<file path="src/rtl/traffic_phase_seq.sv">
// rtl/traffic_phase_seq.sv - eight-phase traffic sequencer with tick-based green/yellow dwell.
// Optional emergency hold compiled in with TRAFFIC_SEQ_EMERG_EN.
module traffic_phase_seq #(
  parameter int GREEN_TICKS  = 20,
  parameter int YELLOW_TICKS = 4
) (
  input  logic       clk,
  input  logic       rst_n,
  input  logic       en,
  input  logic       tick,
  input  logic       emerg,
  input  logic [2:0] emerg_phase,
  output logic       i,
  output logic       s0,
  output logic       s1,
  output logic       s2,
  output logic       phase_step
);

  typedef enum logic [1:0] {
    ST_IDLE = 2'd0,
    ST_RUN  = 2'd1,
    ST_HOLD = 2'd2
  } state_e;

  localparam logic [7:0] GREEN_RELOAD  = 8'(GREEN_TICKS - 1);
  localparam logic [7:0] YELLOW_RELOAD = 8'(YELLOW_TICKS - 1);

  state_e     state_q, state_d;
  logic [2:0] ph_q, ph_d;
  logic [7:0] cnt_q, cnt_d;
  logic [2:0] saved_q, saved_d;
  logic       i_q, i_d;
  logic [2:0] s_q, s_d;
  logic       step_q, step_d;
  logic [2:0] ph_inc;
  logic       emerg_req;
  logic [2:0] emerg_ph;

`ifdef TRAFFIC_SEQ_EMERG_EN
  assign emerg_req = emerg;
  assign emerg_ph  = emerg_phase;
`else
  assign emerg_req = 1'b0;
  assign emerg_ph  = 3'b000;
  wire unused_emerg = &{1'b0, emerg, emerg_phase};
`endif

  assign ph_inc = ph_q + 3'd1;

  // Even phases are green, odd phases are yellow.
  function automatic logic [7:0] reload_for(input logic [2:0] p);
    return p[0] ? YELLOW_RELOAD : GREEN_RELOAD;
  endfunction

  always_comb begin
    state_d = state_q;
    ph_d    = ph_q;
    cnt_d   = cnt_q;
    saved_d = saved_q;
    i_d     = 1'b0;
    s_d     = 3'b000;
    step_d  = 1'b0;

    case (state_q)
      ST_IDLE: begin
        if (en) begin
          state_d = ST_RUN;
          ph_d    = 3'd0;
          cnt_d   = GREEN_RELOAD;
        end
      end
      ST_RUN: begin
        if (!en) begin
          state_d = ST_IDLE;
          ph_d    = 3'd0;
          cnt_d   = 8'd0;
        end else if (emerg_req) begin
          state_d = ST_HOLD;
          saved_d = ph_q;
        end else if (tick) begin
          if (cnt_q != 8'd0) begin
            cnt_d = cnt_q - 8'd1;
          end else begin
            ph_d   = ph_inc;
            cnt_d  = reload_for(ph_inc);
            step_d = 1'b1;
          end
        end
      end
      ST_HOLD: begin
        if (!en) begin
          state_d = ST_IDLE;
          ph_d    = 3'd0;
          cnt_d   = 8'd0;
        end else if (!emerg_req) begin
          // Resume the interrupted phase with a fresh full dwell.
          state_d = ST_RUN;
          ph_d    = saved_q;
          cnt_d   = reload_for(saved_q);
        end
      end
      default: begin
        state_d = ST_IDLE;
        ph_d    = 3'd0;
        cnt_d   = 8'd0;
      end
    endcase

    // Outputs are registered, so they are decoded from the next state.
    case (state_d)
      ST_RUN: begin
        i_d = 1'b1;
        s_d = ph_d;
      end
      ST_HOLD: begin
        i_d = 1'b1;
        s_d = emerg_ph;
      end
      default: begin
        i_d = 1'b0;
        s_d = 3'b000;
      end
    endcase
  end

  always_ff @(posedge clk) begin
    if (!rst_n) begin
      state_q <= ST_IDLE;
      ph_q    <= 3'd0;
      cnt_q   <= 8'd0;
      saved_q <= 3'd0;
      i_q     <= 1'b0;
      s_q     <= 3'b000;
      step_q  <= 1'b0;
    end else begin
      state_q <= state_d;
      ph_q    <= ph_d;
      cnt_q   <= cnt_d;
      saved_q <= saved_d;
      i_q     <= i_d;
      s_q     <= s_d;
      step_q  <= step_d;
    end
  end

  assign i          = i_q;
  assign s0         = s_q[2];
  assign s1         = s_q[1];
  assign s2         = s_q[0];
  assign phase_step = step_q;

endmodule

</file>
<file path="config.mk">
export PLATFORM = sky130hd
export DESIGN_NAME = traffic_phase_seq
export DESIGN_NICKNAME = d
export VERILOG_FILES = /design/src/rtl/traffic_phase_seq.sv
export SDC_FILE = /design/constraint.sdc
export NUM_CORES = 1
export LEC_CHECK = 0
export CORE_UTILIZATION = 55
export DETAILED_ROUTE_END_ITERATION = 10
export PLACE_DENSITY = 0.81
export SLEW_MARGIN = 20
export SYNTH_ARGS = -nofsm -noshare
export SYNTH_HDL_FRONTEND = slang
export SYNTH_SLANG_ARGS = --single-unit
export TNS_END_PERCENT = 5
</file>
<file path="constraint.sdc">
create_clock -name clk -period 3.8 [get_ports clk]
set_input_delay 0.38 -clock clk [delete_from_list [all_inputs] [get_ports clk]]
set_output_delay 0.38 -clock clk [all_outputs]
set_load 0.02 [all_outputs]
</file>
== After elaboration in Yosys (flattened, before gate mapping) ==
Index checks and enable logic that the tools add are counted.

* Add/subtract/negate cells: 2
* Equal/unequal tests: 6
* Multiplexer cells: 18
* Reduce and logical (&&, ||, !) cells: 6

{| class="wikitable"
|+ Operator list
! operator !! count
|-
| 8-bit 2-to-1 mux || 4
|-
| 8-bit one-hot mux with 3 select lines || 1
|-
| 3-bit 2-to-1 mux || 4
|-
| 5-bit 2-to-1 mux || 2
|-
| 8-bit nonzero test || 1
|-
| 8-bit by 1-bit subtractor with 8-bit output (second input constant) || 1
|-
| 2-bit one-hot mux with 3 select lines || 1
|-
| 3-bit one-hot mux with 2 select lines || 1
|-
| 2-bit by 1-bit == test with 1-bit output (second input constant) || 2
|-
| 2-bit == test (second input constant) || 2
|-
| 2-bit 2-to-1 mux || 2
|-
| 2-bit AND reduction || 2
|-
| 4-bit AND reduction || 1
|-
| 3-bit by 1-bit adder with 3-bit output (second input constant) || 1
|-
| 1-bit 2-to-1 mux || 3
|-
| 3-bit inequality test (second input constant) || 1
|-
| 2-bit logical NOT || 1
|-
| 2-bit inequality test (second input constant) || 1
|-
| 2-bit OR reduction || 1
|}

* Register bits: 18
* Input port bits: 8
* Word-level logic and storage cells: 38

== Depth between registers and ports, before layout ==
* Word-level depth: 6
* Gate-level depth with buffers: 6
* Mapped depth without buffers: 6

== Least setup slack after synthesis ==
Ideal clock, no wire load.

* Kind: register to register
* Start: register cnt_q[4]
* End: register cnt_q[7]
* Library setup time: 0.072 ns
* Arrival: 1.527 ns
* Required time: 3.728 ns
* Slack: 2.201 ns
* Stages on the path, launching flop included: 5
* Path buffers: 0
* Period minus slack after synthesis: 1.599 ns
* Cell sequence: dfxtp_1 > or4_4 > or2_0 > or3_1 > a21oi_1

* Longest elaborated chain between the ends: 5
* Elaborated cells between the ends (all ways): 6
* Classes of those cells: add/sub: 1; mux: 4; reduce/logical: 1

{| class="wikitable"
|+ RTL lines
! what !! RTL line !! RTL
|-
| start, declared || 31 || <nowiki>logic [7:0] cnt_q, cnt_d;</nowiki>
|-
| start signal, assigned || 139 || <nowiki>cnt_q <= cnt_d;</nowiki>
|-
| 8-bit by 1-bit subtractor with 8-bit output or 8-bit nonzero test (tied branches) || 83, 82 ||
|-
| 8-bit 2-to-1 mux * || 82 || <nowiki>if (cnt_q != 8'd0) begin</nowiki>
|-
| 8-bit 2-to-1 mux * || 81 || <nowiki>end else if (tick) begin</nowiki>
|-
| 8-bit 2-to-1 mux * || 74 || <nowiki>if (!en) begin</nowiki>
|-
| 8-bit one-hot mux with 3 select lines * || 65 || <nowiki>case (state_q)</nowiki>
|}

Every way passes the cells marked *; elsewhere a longest branch is shown, timed or not. The select of a mux whose other input is x is not followed.
A chain may end at the register's enable or synchronous reset.

== Worst setup path after layout ==
* Start: input port en
* End: register cnt_q[7]

* Longest elaborated chain between the ends: 2
* Elaborated cells between the ends (all ways): 5
* Classes of those cells: eq/ne: 2; mux: 2; reduce/logical: 1

{| class="wikitable"
|+ RTL lines
! what !! RTL line !! RTL
|-
| start, declared || 9 || <nowiki>input logic en,</nowiki>
|-
| 8-bit 2-to-1 mux, or another cell as far along || 74 ||
|-
| 8-bit one-hot mux with 3 select lines or 2-bit AND reduction (tied branches) || - ||
|}

Several ways; a longest one is shown, not always the timed one.

==> impl_metrics.csv <==
group,metric,value,unit
grt,grt_first_pass_wirelength,2.911,mm
yosys,syn_inst,100,
yosys,netlist.area_leader.share,41.14,%
finish,final_nets,123,
yosys,synth_largest_area_cell,"dfxtp_1",
grt,grt_pass1_vias,676,
placement,placed_cell_area,965.9,µm²
critical_path,crit_slowest_cell,"a21oi_1",
placement,pre_cts_ws,1.515,ns
yosys,ys_seq_area_share,41.14,%
timing,finClkSkew,0.005220,ns
routing,met2_length,760,µm
timing,min_period_over_period,51.16,%
yosys,synth-edff-count,0,
run_status,outcome,"completed",
timing,finalHoldViolations,0,
yosys,yosysWarnings,0,
die,die-area,1756,µm²
clock_tree,path_clk_slew,0.09,ns
routing,ant_nets,0,
finish,final_util,66.39,%
clock_tree,post-cts-setup-buffer-count,0,
power_and_ir_drop,p_per_area,358.3,nW/µm²
routing,num_vias,706,
die,die_h,41.91,µm
routing,wl_per_cell,12.98,µm
die,initial_utilization,58.82,%
clock_tree,htreeDepth,1,
yosys,synthArstFlopShare,0,%
timing,clock.fmax,0.5143,GHz
yosys,synth_area,875.8,µm²
clock_tree,cts-resized-gates,0,
clock_tree,clk_path_buf_depth,2,
yosys,synth.most_common_cell,"dfxtp_1",
power_and_ir_drop,max-vdd-ir-drop,0.2543,mV
yosys,yosysUniqueCellTypes,35,
critical_path,crit_required,4.02,ns
routing,drt-met1-wl,781,µm
yosys,synthTopCellsByArea,"dfxtp_1 (41%), a21oi_1 (5.7%), ha_1 (5.7%)",
finish,design_area,988.4,µm²
clock_tree,cts-root-buf,"clkbuf_4",
grt,overflow,0,
placement,port_buffers,8,
clock_tree,numCtsBuffers,3,
timing,postLayoutSetupSlackWorst,1.856,ns
die,die_w,41.91,µm
timing,drv_slew,0,
grt,grt_max_degree,14,
yosys,synth_nets,112,
routing,dr_wl_met3,51,µm
clock_tree,cts_tree,"done",
yosys,ys_seq_elements,18,
finish,n_antenna_cell,0,
die,placeableCoreArea,1489,µm²
critical_path,cp.arrival,2.17,ns
clock_tree,cts.sinks,18,
min_path,hp-class,"flip-flop to flip-flop",
finish,final_cells,125,
timing,tns,0,ns
yosys,synth_commonest_cells,"dfxtp_1 (18), a21oi_1 (10), o21ai_0 (7), inv_1 (6), nor2_1 (5)",
timing,slew_headroom,48.31,%
grt,grt_usage,22.21,%
timing,setup_violations,0,
finish,syn2layout_area_growth,12.86,%
routing,vias_per_cell,5.648,
critical_path,crit_fanout,13,
placement,dp.cells,122,
routing,first_pass_iters,4,
yosys,avgSynthCellArea,8.758,µm²
critical_path,critical_path.startpoint_type,"input pin",
placement,dpl.hpwl,1.204,mm
routing,wl,1.623,mm
timing,rsz0062_at_grt,"no",
routing,top_layer,"met4",
critical_path,cp_slowest_stage_delay,0.61,ns
yosys,synth_ff_type,"dfxtp_1",
finish,drive_above_1_share,7.339,%
timing,fin_hold_ws,0.5116,ns
critical_path,worstPathCellList,"clkdlybuf4s50_1 -> or2_2 -> a21oi_1 -> o21ai_0 -> a21oi_1",
timing,period_needed,1.944,ns
critical_path,rrSetupSlack,1.88,ns
placement,routabilityCongestion,0.7714,
die,num_rows,14,
critical_path,cpMostUsedCell,"a21oi_1",
clock_tree,hold_buffers,0,
grt,antenna_found_initial,0,
power_and_ir_drop,p_leak,0.3561,nW
critical_path,cp-end-kind,"flip-flop",
clock_tree,worstSkewPairLatency,0.30,ns
critical_path,crit_type,"input pin to flip-flop",
power_and_ir_drop,power,0.3542,mW
timing,tightest_slew,0.7754,ns
routing,drc,0,
run,drv_cap,0,
routing,drtIter0Drc,12,
critical_path,critical_path_buf_inv_count,1,
critical_path,crit_family,"compound AO/OA/AOI/OAI gates",
die,pin_count,13,
==> final cells by class <==
type | count | area [µm²]
Fill cell | 127 | 500.5
Multi-Input combinational cell | 74 | 483.0
Sequential cell | 18 | 360.3
Timing Repair Buffer | 8 | 80.08
Clock buffer | 3 | 22.52
Inverter | 6 | 22.52
Tap cell | 16 | 20.02
==> cells by family (layout without fill, tap and decap cells) <==
family,after synthesis,after routing,synth area share (%)
DFF,18,18,41.14
and+or+nand+nor,38,38,27.14
AOI/OAI and AO/OA,29,29,20.43
buffers and inverters,8,17,3.714
xor gates and xnor gates,1,1,1.000
adders and majority gates,4,4,5.715
other,2,2,0.8575
==> cells in the final DEF, fill, tap and decap left out, types with 2 or more instances in the layout <==
master | netlist | routed
dfxtp_1 | 18 | 18
a21oi_1 | 10 | 10
clkdlybuf4s50_1 | 0 | 8
o21ai_0 | 7 | 7
inv_1 | 6 | 6
nor2_1 | 5 | 5
or3_1 | 4 | 4
nand2_1 | 4 | 4
ha_1 | 4 | 4
a21boi_0 | 3 | 3
nand3b_1 | 3 | 3
nand2b_1 | 3 | 3
nor2b_1 | 3 | 3
clkbuf_4 | 0 | 3
nor4_1 | 2 | 2
nor3b_1 | 2 | 2
and2_1 | 2 | 2
a22oi_1 | 2 | 2
o211ai_1 | 2 | 2
conb_1 | 2 | 2
==> report_power, final <==
group          internal, mW  leakage [nW]  switching (mW)
Clock                0.0370        0.0138          0.0555
Sequential            0.195         0.147         0.00791
Combinational        0.0286         0.195          0.0300
==> worst register-to-register path: stages (launching register included) <==
cell	delay, ns
dfxtp_1	0.35
inv_1	0.09
ha_1	0.18
nor3b_1	0.40
a31oi_1	0.15
o21ai_0	0.52
a21oi_1	0.09
==> worst paths after layout <==
kind,depth (start not counted),end,start
hold / removal,2,cnt_q[5],cnt_q[5]
setup / recovery,5,cnt_q[7],en
setup reg to reg,6,cnt_q[7],cnt_q[0]
hold reg to reg,2,cnt_q[5],cnt_q[5]
==> registers in the layout, indices dropped and copies added (netlist names) <==
signal	count
state_q	2
ph_q	3
cnt_q	8
phase_step	1
s_q	3
i	1
==> routing by layer <==
| metal | vias up | track usage (%) |
|---|---|---|
| li1 | 377 | - |
| met5 | - | 0 |
| met1 | 316 | 28.13 |
| met2 | 8 | 35.00 |
| met3 | 5 | 7.826 |
| met4 | 0 | 7.742 |
(Power assumes the default switching activity.)
